==> config.mk <==
export PLATFORM = sky130hd
export DESIGN_NAME = alarm_controller
export DESIGN_NICKNAME = d
export VERILOG_FILES = /design/src/rtl/alarm_controller.sv
export SDC_FILE = /design/constraint.sdc
export NUM_CORES = 1
export LEC_CHECK = 0
export ABC_AREA = 1
export ABC_CLOCK_PERIOD_IN_PS = 1900
export BUFFER_PORTS_ARGS = -buffer_cell sky130_fd_sc_hd__buf_4
export CORE_MARGIN = 2
export CORE_UTILIZATION = 51
export DETAILED_ROUTE_END_ITERATION = 8
export PLACE_DENSITY = 0.76
export SYNTH_ARGS = -nofsm -noshare
export SYNTH_HDL_FRONTEND = slang
export SYNTH_SLANG_ARGS = --single-unit
==> constraint.sdc <==
create_clock -name CLK_50 -period 1.9 [get_ports CLK_50]
set_clock_uncertainty 0.15 [all_clocks]
set_input_delay 0.19 -clock CLK_50 [delete_from_list [all_inputs] [get_ports CLK_50]]
set_output_delay 0.19 -clock CLK_50 [all_outputs]
set_load 0.02 [all_outputs]
==> src/rtl/alarm_controller.sv <==
// alarm_controller: latches the keyboard alarm time, detects the alarm instant and runs ring/snooze/buzzer control.
// Rev 1.0
`default_nettype none

module alarm_controller #(
  parameter int RING_SECONDS   = 60,
  parameter int SNOOZE_SECONDS = 300,
  parameter int MAX_SNOOZE     = 3,
  parameter int BEEP_DIV       = 25000
) (
  input  logic       CLK_50,
  input  logic       reset_en,
  input  logic       sec_clk,
  input  logic [5:0] clock_hour,
  input  logic [5:0] clock_minute,
  input  logic [5:0] clock_second,
  input  logic       set_alarm_en,
  input  logic [5:0] alarm_hour_in,
  input  logic [5:0] alarm_minute_in,
  input  logic [5:0] alarm_second_in,
  input  logic       entry_done,
  input  logic       alarm_on,
  input  logic       stop_n,
  input  logic       snooze_n,
  output logic [5:0] alarm_hour,
  output logic [5:0] alarm_minute,
  output logic [5:0] alarm_second,
  output logic       alarm_armed,
  output logic       alarm_ring,
  output logic       buzzer,
  output logic [1:0] snooze_left
);

  localparam int              c_BW        = (BEEP_DIV > 1) ? $clog2(BEEP_DIV) : 1;
  localparam logic [7:0]      c_RING_LAST = 8'(RING_SECONDS - 1);
  localparam logic [9:0]      c_SNZ_LAST  = 10'(SNOOZE_SECONDS - 1);
  localparam logic [1:0]      c_MAX_SNZ   = 2'(MAX_SNOOZE);
  localparam logic [c_BW-1:0] c_BEEP_LAST = c_BW'(BEEP_DIV - 1);
  // Idle levels of {entry_done, snooze_n, stop_n, sec_clk}
  localparam logic [3:0]      c_SYNC_RST  = 4'b0110;

  typedef enum logic [1:0] {
    S_IDLE    = 2'd0,
    S_ARMED   = 2'd1,
    S_RINGING = 2'd2,
    S_SNOOZE  = 2'd3
  } state_t;

  logic [3:0]      w_pins;
  logic [3:0]      r_sync1, r_sync2, r_sync3;
  logic            r_tick, r_stop_p, r_snz_p, r_load_p;
  logic            w_in_valid, w_match, w_trig, r_match_d;
  state_t          r_state;
  logic [7:0]      r_ring_cnt;
  logic [9:0]      r_snz_cnt;
  logic [c_BW-1:0] r_beep_cnt;

  assign w_pins = {entry_done, snooze_n, stop_n, sec_clk};

  always_ff @(posedge CLK_50 or negedge reset_en) begin
    if (!reset_en) begin
      r_sync1  <= c_SYNC_RST;
      r_sync2  <= c_SYNC_RST;
      r_sync3  <= c_SYNC_RST;
      r_tick   <= 1'b0;
      r_stop_p <= 1'b0;
      r_snz_p  <= 1'b0;
      r_load_p <= 1'b0;
    end else begin
      r_sync1  <= w_pins;
      r_sync2  <= r_sync1;
      r_sync3  <= r_sync2;
      r_tick   <=  r_sync2[0] & ~r_sync3[0];
      r_stop_p <= ~r_sync2[1] &  r_sync3[1];
      r_snz_p  <= ~r_sync2[2] &  r_sync3[2];
      r_load_p <=  r_sync2[3] & ~r_sync3[3];
    end
  end

  assign w_in_valid = (alarm_hour_in <= 6'd23) && (alarm_minute_in <= 6'd59) &&
                      (alarm_second_in <= 6'd59);

  always_ff @(posedge CLK_50 or negedge reset_en) begin
    if (!reset_en) begin
      alarm_hour   <= 6'd0;
      alarm_minute <= 6'd0;
      alarm_second <= 6'd0;
    end else if (set_alarm_en && r_load_p && w_in_valid) begin
      alarm_hour   <= alarm_hour_in;
      alarm_minute <= alarm_minute_in;
      alarm_second <= alarm_second_in;
    end
  end

  // Fire only on entry into the matching second, never while the alarm is being edited
  assign w_match = ~set_alarm_en && (clock_hour == alarm_hour) &&
                   (clock_minute == alarm_minute) && (clock_second == alarm_second);
  assign w_trig  = w_match & ~r_match_d;

  always_ff @(posedge CLK_50 or negedge reset_en) begin
    if (!reset_en) r_match_d <= 1'b0;
    else           r_match_d <= w_match;
  end

  always_ff @(posedge CLK_50 or negedge reset_en) begin
    if (!reset_en) begin
      r_state     <= S_IDLE;
      r_ring_cnt  <= '0;
      r_snz_cnt   <= '0;
      r_beep_cnt  <= '0;
      snooze_left <= '0;
      buzzer      <= 1'b0;
      alarm_ring  <= 1'b0;
      alarm_armed <= 1'b0;
    end else if (!alarm_on) begin
      r_state     <= S_IDLE;
      alarm_armed <= 1'b0;
      alarm_ring  <= 1'b0;
      buzzer      <= 1'b0;
      r_beep_cnt  <= '0;
    end else begin
      case (r_state)
        S_IDLE: begin
          r_state     <= S_ARMED;
          alarm_armed <= 1'b1;
        end
        S_ARMED: begin
          if (w_trig) begin
            r_state     <= S_RINGING;
            alarm_ring  <= 1'b1;
            r_ring_cnt  <= '0;
            snooze_left <= c_MAX_SNZ;
          end
        end
        S_RINGING: begin
          if (r_stop_p) begin
            r_state    <= S_ARMED;
            alarm_ring <= 1'b0;
            buzzer     <= 1'b0;
            r_beep_cnt <= '0;
          end else if (r_snz_p && snooze_left != 2'd0) begin
            r_state     <= S_SNOOZE;
            snooze_left <= snooze_left - 2'd1;
            r_snz_cnt   <= '0;
            alarm_ring  <= 1'b0;
            buzzer      <= 1'b0;
            r_beep_cnt  <= '0;
          end else if (r_tick && r_ring_cnt == c_RING_LAST) begin
            r_state    <= S_ARMED;
            alarm_ring <= 1'b0;
            buzzer     <= 1'b0;
            r_beep_cnt <= '0;
          end else begin
            if (r_tick) r_ring_cnt <= r_ring_cnt + 8'd1;
            if (r_beep_cnt == c_BEEP_LAST) begin
              r_beep_cnt <= '0;
              buzzer     <= ~buzzer;
            end else begin
              r_beep_cnt <= r_beep_cnt + c_BW'(1);
            end
          end
        end
        S_SNOOZE: begin
          if (r_stop_p) begin
            r_state     <= S_ARMED;
            snooze_left <= '0;
          end else if (r_tick) begin
            if (r_snz_cnt == c_SNZ_LAST) begin
              r_state    <= S_RINGING;
              alarm_ring <= 1'b1;
              r_ring_cnt <= '0;
            end else begin
              r_snz_cnt <= r_snz_cnt + 10'd1;
            end
          end
        end
        default: r_state <= S_IDLE;
      endcase
    end
  end

endmodule

`default_nettype wire

==> flow_metrics.py, run 1 <==
metrics = {
    "run_status": {
        "status": "completed",
    },
    "place": {
        "port_buffers": 66,
        "dpl.hpwl_um": 6896,
        "dp_cells": 690,
        "gp_congestion": 0.9024,
        "place_ws_ns": -0.1127,
    },
    "worst_setup_path": {
        "worstPathCellList": "inv_2 -> ha_4 -> nor2_8 -> clkinv_4 -> nand2_4 -> nor2_4 -> nand4_4 -> nor2_4 -> nand2_2 -> o21ai_2 -> a21oi_1",
        "end_kind": "register",
        "r2r_start": "r_state[0]",
        "rr_worst_depth": 11,
        "start_kind": "register",
        "crit_start": "r_state[0]",
        "worstPathMaxFanout": 7,
        "cp_common_cell": "nor2_4",
        "path_class": "reg -> reg",
        "required_ns": 1.99,
        "slowest_stage": "dfrtp_2",
        "cpPeakStageDelay_ns": 0.44,
        "critPathArrivalTime_ns": 1.94,
    },
    "clocking": {
        "clock_latency_ns": 0.35,
        "numCtsBuffers": 9,
        "cts.reportedPaths.clkPinSlew_ns": 0.08,
        "tritoncts": "built",
        "cts_max_path_buffers": 2,
        "ctsHtreeMaxLevel": 3,
        "cts.sinks": 75,
        "root_buffer": "clkbuf_8",
    },
    "logic_synthesis": {
        "synth_top_area_share_pct": 41.98,
        "synth_area_leaders": "dfrtp_1 (42%), nand2_1 (11%), inv_1 (6.2%), nor2_1 (5.8%), dfstp_2 (3.8%)",
        "synth_area_mm2": 0.004113,
        "synth_cells": 512,
        "ys_seq_area_share_pct": 45.82,
        "ys.flop_type": "dfrtp_1",
        "synth-seq-cells": 75,
        "synthesis.nets": 565,
        "synth_edf_count": 0,
        "async_flop_share_pct": 100.0,
        "synth_cell_types": 47,
        "syn_avg_cell_area_um2": 8.033,
        "yosysWarningCount": 0,
        "synth_top_cell_by_area": "dfrtp_1",
    },
    "sta": {
        "finalHoldViolations": 0,
        "timing.final.crit_share_pct": 97.38,
        "tightestPinTransition_ns": 0.3416,
        "maxSlewHeadroom_pct": 77.02,
        "setup_viol": 0,
        "setup-tns-final_ns": 0,
        "grt_setup_unrepaired": "yes",
        "worst_slack_ns": 0.04974,
        "period_needed_ns": 1.850,
        "max_freq_mhz": 540.5,
        "slew_viol_final": 0,
    },
    "pwr": {
        "ir_drop_mv": 0.7894,
        "p_sw_share_pct": 34.19,
        "pwr-share-comb_pct": 37.2,
        "clkPwrFrac_pct": 29.4,
        "p_per_area_mw_per_mm2": 1057,
        "leakage_nw": 2.739,
        "net-switching-power_mw": 2.042,
        "p_int_mw": 3.931,
        "seq_power_share_pct": 33.4,
    },
    "finish": {
        "syn_to_final_growth_pct": 37.36,
        "num-nets-final": 689,
        "mostFrequentLayoutCells": "nand2_1 (108), buf_4 (92), dfrtp_1 (67)",
        "final_common_cell": "nand2_1",
        "drive_gt1_share_pct": 30.58,
        "utilization_pct": 72.73,
        "n_antenna_cell": 0,
        "stdcell_count": 743,
    },
    "floorplanning": {
        "die_w_um": 93.80,
        "rows": 32,
        "num_io_pins": 67,
        "initial_core_util_pct": 52.95,
        "core_mm2": 0.007767,
        "die_h_um": 93.80,
        "die_area_mm2": 0.008798,
    },
    "detailed_routing": {
        "vias": 3791,
        "drt_wl_total_um": 10130,
        "ant_nets": 0,
        "wl_per_cell_um": 13.63,
        "drt_iter0_drc": 157,
        "avgViaCountPerCell": 5.102,
        "drt_pass1_iterations": 4,
        "drc_errors": 0,
    },
    "flow_run": {
        "maxCapViolCount": 0,
    },
    "hold_path": {
        "hold_start": "alarm_on",
        "hp-class": "in -> reg",
        "min_path_cells": 3,
    },
    "grt": {
        "grt_pass1_wl_um": 16450,
        "gr-total-overflow": 0,
        "track_usage_pct": 23.53,
        "antenna_found_initial": 0,
        "grt_start_max_net_pins": 51,
        "grt_pass1_vias": 3711,
    },
}
==> path summary, 6_finish.rpt <==
| path | to | slack, ns |
|---|---|---|
| worst max-delay path | r_beep_cnt[10] | 0.05 |
| worst min-delay path | alarm_armed | 0.08 |
| worst max register to register | r_beep_cnt[10] | 0.05 |
| worst min register to register | r_sync2[1] | 0.21 |
| max in group asynchronous | r_sync1[2] | 0.84 |
| min in group asynchronous | r_snz_cnt[5] | 0.13 |
==> synthesized netlist by cell type (all sizes together) (3+ instances only) <==
master	instances
nand2	125
inv	77
nor2	72
dfrtp	69
a21oi	32
nand4	25
nand3	21
o21ai	20
nor3	14
ha	9
buf	7
xor2	7
dfstp	6
nor4	4
o31ai	4
mux2	3
==> kinds of logic after synthesis <==
| logic type | synth area share, % |
|---|---|
| flops | 45.82 |
| compound gates | 9.249 |
| xor+xnor | 1.917 |
| fa+ha+maj | 2.738 |
| simple gates | 30.61 |
| buf+inv | 8.853 |
| mux | 0.8214 |
==> area by class of cell <==
cell class,instances,area [um^2]
fillers,590,2118
multi-input cells,350,2022
flip-flops and latches,75,1887
repair buffers,122,1021
inverters,78,304.0
clock inverters,7,163.9
well taps,102,127.6
clock buffers,9,123.9
==> flip-flops by register name, summed over array words and instances (netlist names), 2 cells and up <==
name	flops
r_beep_cnt	15
r_snz_cnt	10
r_ring_cnt	8
alarm_hour	6
alarm_minute	6
alarm_second	6
r_sync1	4
r_sync2	4
r_sync3	4
r_state	2
snooze_left	2
==> layer usage <==
metal	GRT usage, %	up-vias	wire length (um)
met3	5.618	25	450
li1	-	1894	-
met1	28.71	1775	4234
met2	39.76	97	5157
met4	9.903	0	284
met5	0	-	0
==> worst max-delay path, delay by kind of cell, from the launching register on <==
family,cells,cell delay [ns]
AOI/OAI and AO/OA,2,0.17
buffers and inverters,2,0.17
and+or+nand+nor,6,0.59
adders and majority gates,1,0.20
DFF,1,0.44
==> power by group through the flow <==
stage / logic, mW / clock network, mW / registers (mW)
2_1_floorplan: 1.02 / 0 / 2.14
3_3_place_gp: 1.76 / 0 / 1.98
3_5_place_dp: 1.80 / 0 / 2.00
4_1_cts: 1.87 / 1.78 / 1.98
5_1_grt: 2.46 / 1.85 / 2.02
6_report: 2.22 / 1.76 / 1.99
==> stage by stage <==
step | area (um^2) | total power, mW | hold WS, ns
global route | 5649 | 6.326 | 0.08950
global placement | 4825 | 3.744 | -0.03192
floorplan | 4113 | 3.158 | -0.2556
finish | 5649 | 5.974 | 0.08308
CTS | 5353 | 5.622 | 0.03672
detailed placement | 4825 | 3.798 | -0.02614
==> what timing repair did <==
item,CTS,global route
resized for setup,2,47
hold endpoints to repair,90,0
hold buffers,22,0
setup buffers,2,12
endpoints found under the setup margin,24,29
pin swaps,1,17
gates cloned,0,1
Power figures use the tool's default switching activity.
==> run 2, diff against run 1 <==
--- a/config.mk
+++ b/config.mk
@@ -7,11 +7,13 @@
 export LEC_CHECK = 0
 export ABC_AREA = 1
 export ABC_CLOCK_PERIOD_IN_PS = 1900
-export BUFFER_PORTS_ARGS = -buffer_cell sky130_fd_sc_hd__buf_4
+export BUFFER_PORTS_ARGS = -buffer_cell sky130_fd_sc_hd__buf_2
+export CAP_MARGIN = 25
 export CORE_MARGIN = 2
 export CORE_UTILIZATION = 51
 export DETAILED_ROUTE_END_ITERATION = 8
 export PLACE_DENSITY = 0.76
+export REMOVE_ABC_BUFFERS = 1
 export SYNTH_ARGS = -nofsm -noshare
 export SYNTH_HDL_FRONTEND = slang
 export SYNTH_SLANG_ARGS = --single-unit
==> run 2 against run 1 <==
Against the previous run: the flow now finishes with violations (setup timing); critical path depth unchanged; routed wire length shrank 0.83%; non-clock buffer count grew 2; fmax decreased by 3.1%; combinational power is 6% lower; cell count increased by 0.27%; critical path type unchanged; largest cell class unchanged; highest routed layer unchanged; sequential power is essentially flat; critical endpoint is now r_ring_cnt[3]; core utilization down 3.0 points.
==> flow_metrics.py, run 2 (same netlist as run 1, synthesis figures left out) <==
metrics = {
    "pwr": {
        "ir_drop_mv": 0.7162,
        "pwr-share-comb_pct": 39.1,
        "p_int_mw": 3.297,
        "p_per_area_mw_per_mm2": 985.3,
        "power.total_mw": 5.335,
        "seq_power_share_pct": 37.4,
        "net-switching-power_mw": 2.037,
        "p_sw_share_pct": 38.19,
        "clkPwrFrac_pct": 23.5,
        "leakage_nw": 2.655,
    },
    "finish": {
        "syn_to_final_growth_pct": 31.64,
        "mostFrequentLayoutCells": "nand2_1 (104), dfrtp_1 (67), buf_2 (65)",
        "num-nets-final": 691,
        "utilization_pct": 69.70,
        "n_antenna_cell": 0,
        "largest_register_ffs": 15,
        "top_regs": "r_beep_cnt x15, r_snz_cnt x10, r_ring_cnt x8",
        "largest_register": "r_beep_cnt",
        "drive_gt1_share_pct": 32.04,
        "final_common_cell": "nand2_1",
    },
    "floorplanning": {
        "initial_core_util_pct": 52.95,
        "core_mm2": 0.007767,
        "die_area_mm2": 0.008798,
        "num_io_pins": 67,
        "die_w_um": 93.80,
        "rows": 32,
        "die_h_um": 93.80,
    },
    "worst_setup_path": {
        "reg2reg_to": "r_ring_cnt[3]",
        "slowest_stage": "dfrtp_1",
        "critPathBufInv": 2,
        "cpPeakStageDelay_ns": 0.39,
        "start_kind": "register",
        "critPathArrivalTime_ns": 2.02,
        "worstPathMaxFanout": 4,
        "end_kind": "register",
        "r2r_slack_ns": -0.009,
        "required_ns": 2.01,
        "r2r_start": "snooze_left[0]",
        "path_class": "reg -> reg",
        "cp_common_cell": "nand2_2",
        "worst_path_dominant_cell_family": "simple AND/OR/NAND/NOR gates",
        "worstPathCellList": "inv_1 -> ha_1 -> nor2_2 -> nand2_1 -> a21oi_1 -> nor2_1 -> nand2_2 -> a21oi_4 -> buf_4 -> nand4_1 -> nand2_2",
        "rr_worst_depth": 11,
    },
    "sta": {
        "maxSlewHeadroom_pct": 67.74,
        "tightestPinTransition_ns": 0.4839,
        "period_needed_ns": 1.909,
        "timing.final.crit_share_pct": 100.5,
        "grt_setup_unrepaired": "yes",
        "max_freq_mhz": 523.9,
        "finalHoldViolations": 0,
        "slew_viol_final": 0,
        "setup_viol": 1,
        "worst_slack_ns": -0.008909,
    },
    "run_status": {
        "violations": "setup timing",
        "status": "finished, violations left",
    },
    "detailed_routing": {
        "ant_nets": 0,
        "avgViaCountPerCell": 5.204,
        "vias": 3877,
        "drt_iter0_drc": 159,
        "drc_errors": 0,
        "drt_wl_total_um": 10040,
        "wl_per_cell_um": 13.48,
        "drt_pass1_iterations": 4,
    },
    "place": {
        "port_buffers": 66,
        "gp_congestion": 0.8900,
        "place_ws_ns": -0.1039,
        "dpl.hpwl_um": 6839,
    },
    "grt": {
        "antenna_found_initial": 0,
        "grt_start_max_net_pins": 36,
        "grt_pass1_vias": 3817,
        "track_usage_pct": 23.81,
        "gr-total-overflow": 0,
        "grt_pass1_wl_um": 16540,
    },
    "clocking": {
        "cts_max_path_buffers": 2,
        "root_buffer": "clkbuf_8",
        "cts.sinks": 75,
        "numCtsBuffers": 9,
        "tritoncts": "built",
        "cts.reportedPaths.clkPinSlew_ns": 0.08,
        "ctsHtreeMaxLevel": 3,
        "clock_latency_ns": 0.36,
    },
    "hold_path": {
        "hp-class": "in -> reg",
        "hold_start": "alarm_on",
        "min_to": "alarm_armed",
        "min_path_cells": 3,
    },
    "flow_run": {
        "maxCapViolCount": 0,
    },
}
-- run 2: worst max-delay path by stage --
stage,startpoint,endpoint,slack (ns),depth (start not counted)
after floorplan,r_state[0],r_beep_cnt[10],-0.10,11
final,snooze_left[0],r_ring_cnt[3],-0.009,11
after detailed placement,r_state[0],r_snz_cnt[3],-0.10,7
after global routing,snooze_left[0],r_ring_cnt[3],-0.08,11
after global placement,r_state[0],r_snz_cnt[1],-0.006,9
after CTS,r_state[0],r_state[1],0.009,8
-- run 2: repair_timing --
action,in CTS,in global routing
hold endpoints to repair,54,0
resized for setup,1,54
hold buffers,22,0
pin swaps,1,24
setup buffers,1,9
setup endpoints to repair,25,31
-- run 2: power by group through the flow --
stage / Combinational (mW) / Clock, mW / Sequential (mW)
after floorplan: 0.952 / 0 / 2.14
after global placement: 1.73 / 0 / 1.98
after detailed placement: 1.78 / 0 / 2.00
after CTS: 1.86 / 1.27 / 1.97
after global routing: 2.30 / 1.35 / 2.02
final: 2.09 / 1.25 / 1.99
-- run 2: worst reg2reg max path, stage by stage, from the launching register on --
cell     delay (ns)
dfrtp_1        0.39
inv_1          0.07
ha_1           0.21
nor2_2         0.19
nand2_1        0.12
a21oi_1        0.16
nor2_1         0.07
nand2_2        0.08
a21oi_4        0.05
buf_4          0.15
nand4_1        0.10
nand2_2        0.06
-- run 2: cell type report --
type | instances | area [um^2]
clock buffers | 10 | 137.6
multi-input cells | 350 | 2031
flip-flops and latches | 75 | 1887
clock inverters | 6 | 62.56
inverters | 78 | 307.8
well taps | 102 | 127.6
fillers | 596 | 2354
repair buffers | 124 | 860.8
-- run 2: stage by stage --
stage	hold WS [ns]	setup TNS, ns	instances	area (um^2)
after global placement	0.03753	-0.01126	697	4715
after CTS	0.07296	0	736	5157
after global routing	0.1297	-0.6560	745	5414
final	0.09667	-0.008909	745	5414
after floorplan	-0.2556	-0.6014	503	4046
after detailed placement	0.03924	-1.067	697	4715
-- run 2: metal layers --
layer / up-vias / GRT usage, % / part of all wire [%]
met1: 1852 / 28.97 / 41
met4: 0 / 9.541 / 3.1
li1: 1903 / - / -
met3: 31 / 5.457 / 3.9
met5: - / 0 / 0
met2: 91 / 40.77 / 52
==> run 3, diff against run 2 <==
--- a/config.mk
+++ b/config.mk
@@ -12,6 +12,7 @@
 export CORE_MARGIN = 2
 export CORE_UTILIZATION = 51
 export DETAILED_ROUTE_END_ITERATION = 8
+export MAX_ROUTING_LAYER = met4
 export PLACE_DENSITY = 0.76
 export REMOVE_ABC_BUFFERS = 1
 export SYNTH_ARGS = -nofsm -noshare
==> run 3 against run 2 <==
Against the previous run: the flow now finishes without violations; count of clock-buffer cells in the layout is the same; flip-flop and latch count unchanged; die area did not move; combinational power about the same; via count did not move; first-iteration DRC count grew 29%; largest cell class unchanged.
==> flow_metrics.py, run 3 (same netlist as run 1, synthesis figures left out) <==
metrics = {
    "detailed_routing": {
        "avgViaCountPerCell": 5.197,
        "vias": 3877,
        "ant_nets": 0,
        "drt_iter0_drc": 205,
        "wl_per_cell_um": 13.51,
        "drt_wl_total_um": 10080,
        "drc_errors": 0,
        "drt_pass1_iterations": 4,
    },
    "clocking": {
        "ctsHtreeMaxLevel": 3,
        "clock_latency_ns": 0.36,
        "root_buffer": "clkbuf_8",
        "cts.reportedPaths.clkPinSlew_ns": 0.08,
        "cts_max_path_buffers": 2,
        "tritoncts": "built",
        "cts.sinks": 75,
        "numCtsBuffers": 9,
    },
    "grt": {
        "gr-total-overflow": 0,
        "antenna_found_initial": 0,
        "grt_pass1_vias": 3823,
        "grt_pass1_wl_um": 16500,
        "track_usage_pct": 24.34,
        "grt_start_max_net_pins": 36,
    },
    "pwr": {
        "ir_drop_mv": 0.7020,
        "pwr-share-comb_pct": 39.0,
        "seq_power_share_pct": 37.4,
        "p_int_mw": 3.283,
        "clkPwrFrac_pct": 23.6,
        "p_sw_share_pct": 38.35,
        "leakage_nw": 2.654,
        "p_per_area_mw_per_mm2": 984.5,
        "net-switching-power_mw": 2.042,
    },
    "run_status": {
        "status": "completed",
    },
    "sta": {
        "setup-tns-final_ns": 0,
        "maxSlewHeadroom_pct": 67.46,
        "setup_viol": 0,
        "finalHoldViolations": 0,
        "timing.final.crit_share_pct": 97.78,
        "period_needed_ns": 1.858,
        "slew_viol_final": 0,
        "tightestPinTransition_ns": 0.4882,
        "grt_setup_unrepaired": "yes",
        "max_freq_mhz": 538.3,
        "hold_slack_ns": 0.09823,
    },
    "worst_setup_path": {
        "path_class": "reg -> reg",
        "critPathArrivalTime_ns": 2.00,
        "worst_path_dominant_cell_family": "buffers and inverters",
        "worstPathCellList": "inv_2 -> ha_4 -> nor2_4 -> buf_4 -> nor4_4 -> nand2_2 -> buf_12 -> inv_4 -> nand3_1 -> o21ai_1",
        "cpPeakStageDelay_ns": 0.45,
        "critPathBufInv": 4,
        "required_ns": 2.04,
        "start_kind": "register",
        "slowest_stage": "dfrtp_2",
        "worstPathMaxFanout": 17,
        "end_kind": "register",
    },
    "finish": {
        "syn_to_final_growth_pct": 31.52,
        "largest_register": "r_beep_cnt",
        "mostFrequentLayoutCells": "nand2_1 (104), dfrtp_1 (67), buf_2 (65)",
        "final_common_cell": "nand2_1",
        "fin_area_mm2": 0.005409,
        "utilization_pct": 69.64,
        "largest_register_ffs": 15,
        "num-nets-final": 692,
        "n_antenna_cell": 0,
        "drive_gt1_share_pct": 32.14,
        "top_regs": "r_beep_cnt x15, r_snz_cnt x10, r_ring_cnt x8",
    },
    "floorplanning": {
        "die_w_um": 93.80,
        "die_area_mm2": 0.008798,
        "rows": 32,
        "initial_core_util_pct": 52.95,
        "num_io_pins": 67,
        "core_mm2": 0.007767,
        "die_h_um": 93.80,
    },
    "flow_run": {
        "maxCapViolCount": 0,
    },
    "place": {
        "placed_cell_area_mm2": 0.004715,
        "gp_congestion": 0.9050,
        "dpl.hpwl_um": 6839,
        "port_buffers": 66,
    },
    "hold_path": {
        "hp-class": "in -> reg",
    },
}
-- run 3: cell types whose count changed in the layout (fill, tap and decap cells not counted) --
cell	before	now
buf_12	3	2
buf_4	34	36
-- run 3: final timing paths --
| kind | slack [ns] | startpoint | cells past startpoint | end |
|---|---|---|---|---|
| setup / recovery | 0.04 | r_state[0] | 10 | r_snz_cnt[1] |
| hold reg to reg | 0.20 | r_sync1[0] | 0 | r_sync2[0] |
| hold / removal | 0.1 | alarm_on | 3 | alarm_armed |
| setup reg to reg | 0.04 | r_state[0] | 10 | r_snz_cnt[1] |
| max in group asynchronous | 0.83 | reset_en | 3 | r_sync1[2] |
| min in group asynchronous | 0.17 | reset_en | 2 | r_ring_cnt[2] |
-- run 3: layer usage --
metal  wire length, um  vias up  GRT usage, %
li1                  -     1908             -
met1              4206     1840         29.03
met2              5182       96         40.77
met3               370       33         4.815
met4               318        0         9.541
met5                 0        -             -
-- run 3: stage by stage --
step | total power, mW | setup slack (ns) | instances
2_1_floorplan | 3.089 | -0.1022 | 503
3_3_place_gp | 3.717 | -0.005699 | 697
3_5_place_dp | 3.779 | -0.1039 | 697
4_1_cts | 5.101 | 0.009438 | 736
5_1_grt | 5.649 | -0.06968 | 746
6_report | 5.325 | 0.04223 | 746
-- run 3: power by group through the flow --
stage	Combinational (mW)	Clock [mW]	Sequential, mW
final	2.07	1.26	1.99
after floorplan	0.952	0	2.14
after global routing	2.28	1.34	2.02
after global placement	1.73	0	1.98
after detailed placement	1.78	0	2.00
after CTS	1.86	1.27	1.97
-- run 3: worst min-delay path, delay by kind of cell --
family / cells / cell delay, ns
buffers and inverters: 2 / 0.27
and+or+nand+nor: 1 / 0.12
-- run 3: timing repair --
| item | CTS | global route |
|---|---|---|
| pin swaps | 1 | 24 |
| hold buffers | 22 | 0 |
| gates resized for setup | 1 | 54 |
| endpoints found under the setup margin | 25 | 31 |
| buffers inserted | 1 | 10 |
| endpoints found under the hold margin | 54 | 0 |
-- run 3: layout make-up --
cell class | instances | area, um^2
Timing Repair Buffer | 125 | 855.8
Tap cell | 102 | 127.6
Sequential cell | 75 | 1887
Inverter | 78 | 307.8
Fill cell | 600 | 2359
Multi-Input combinational cell | 350 | 2031
Clock inverter | 6 | 62.56
Clock buffer | 10 | 137.6
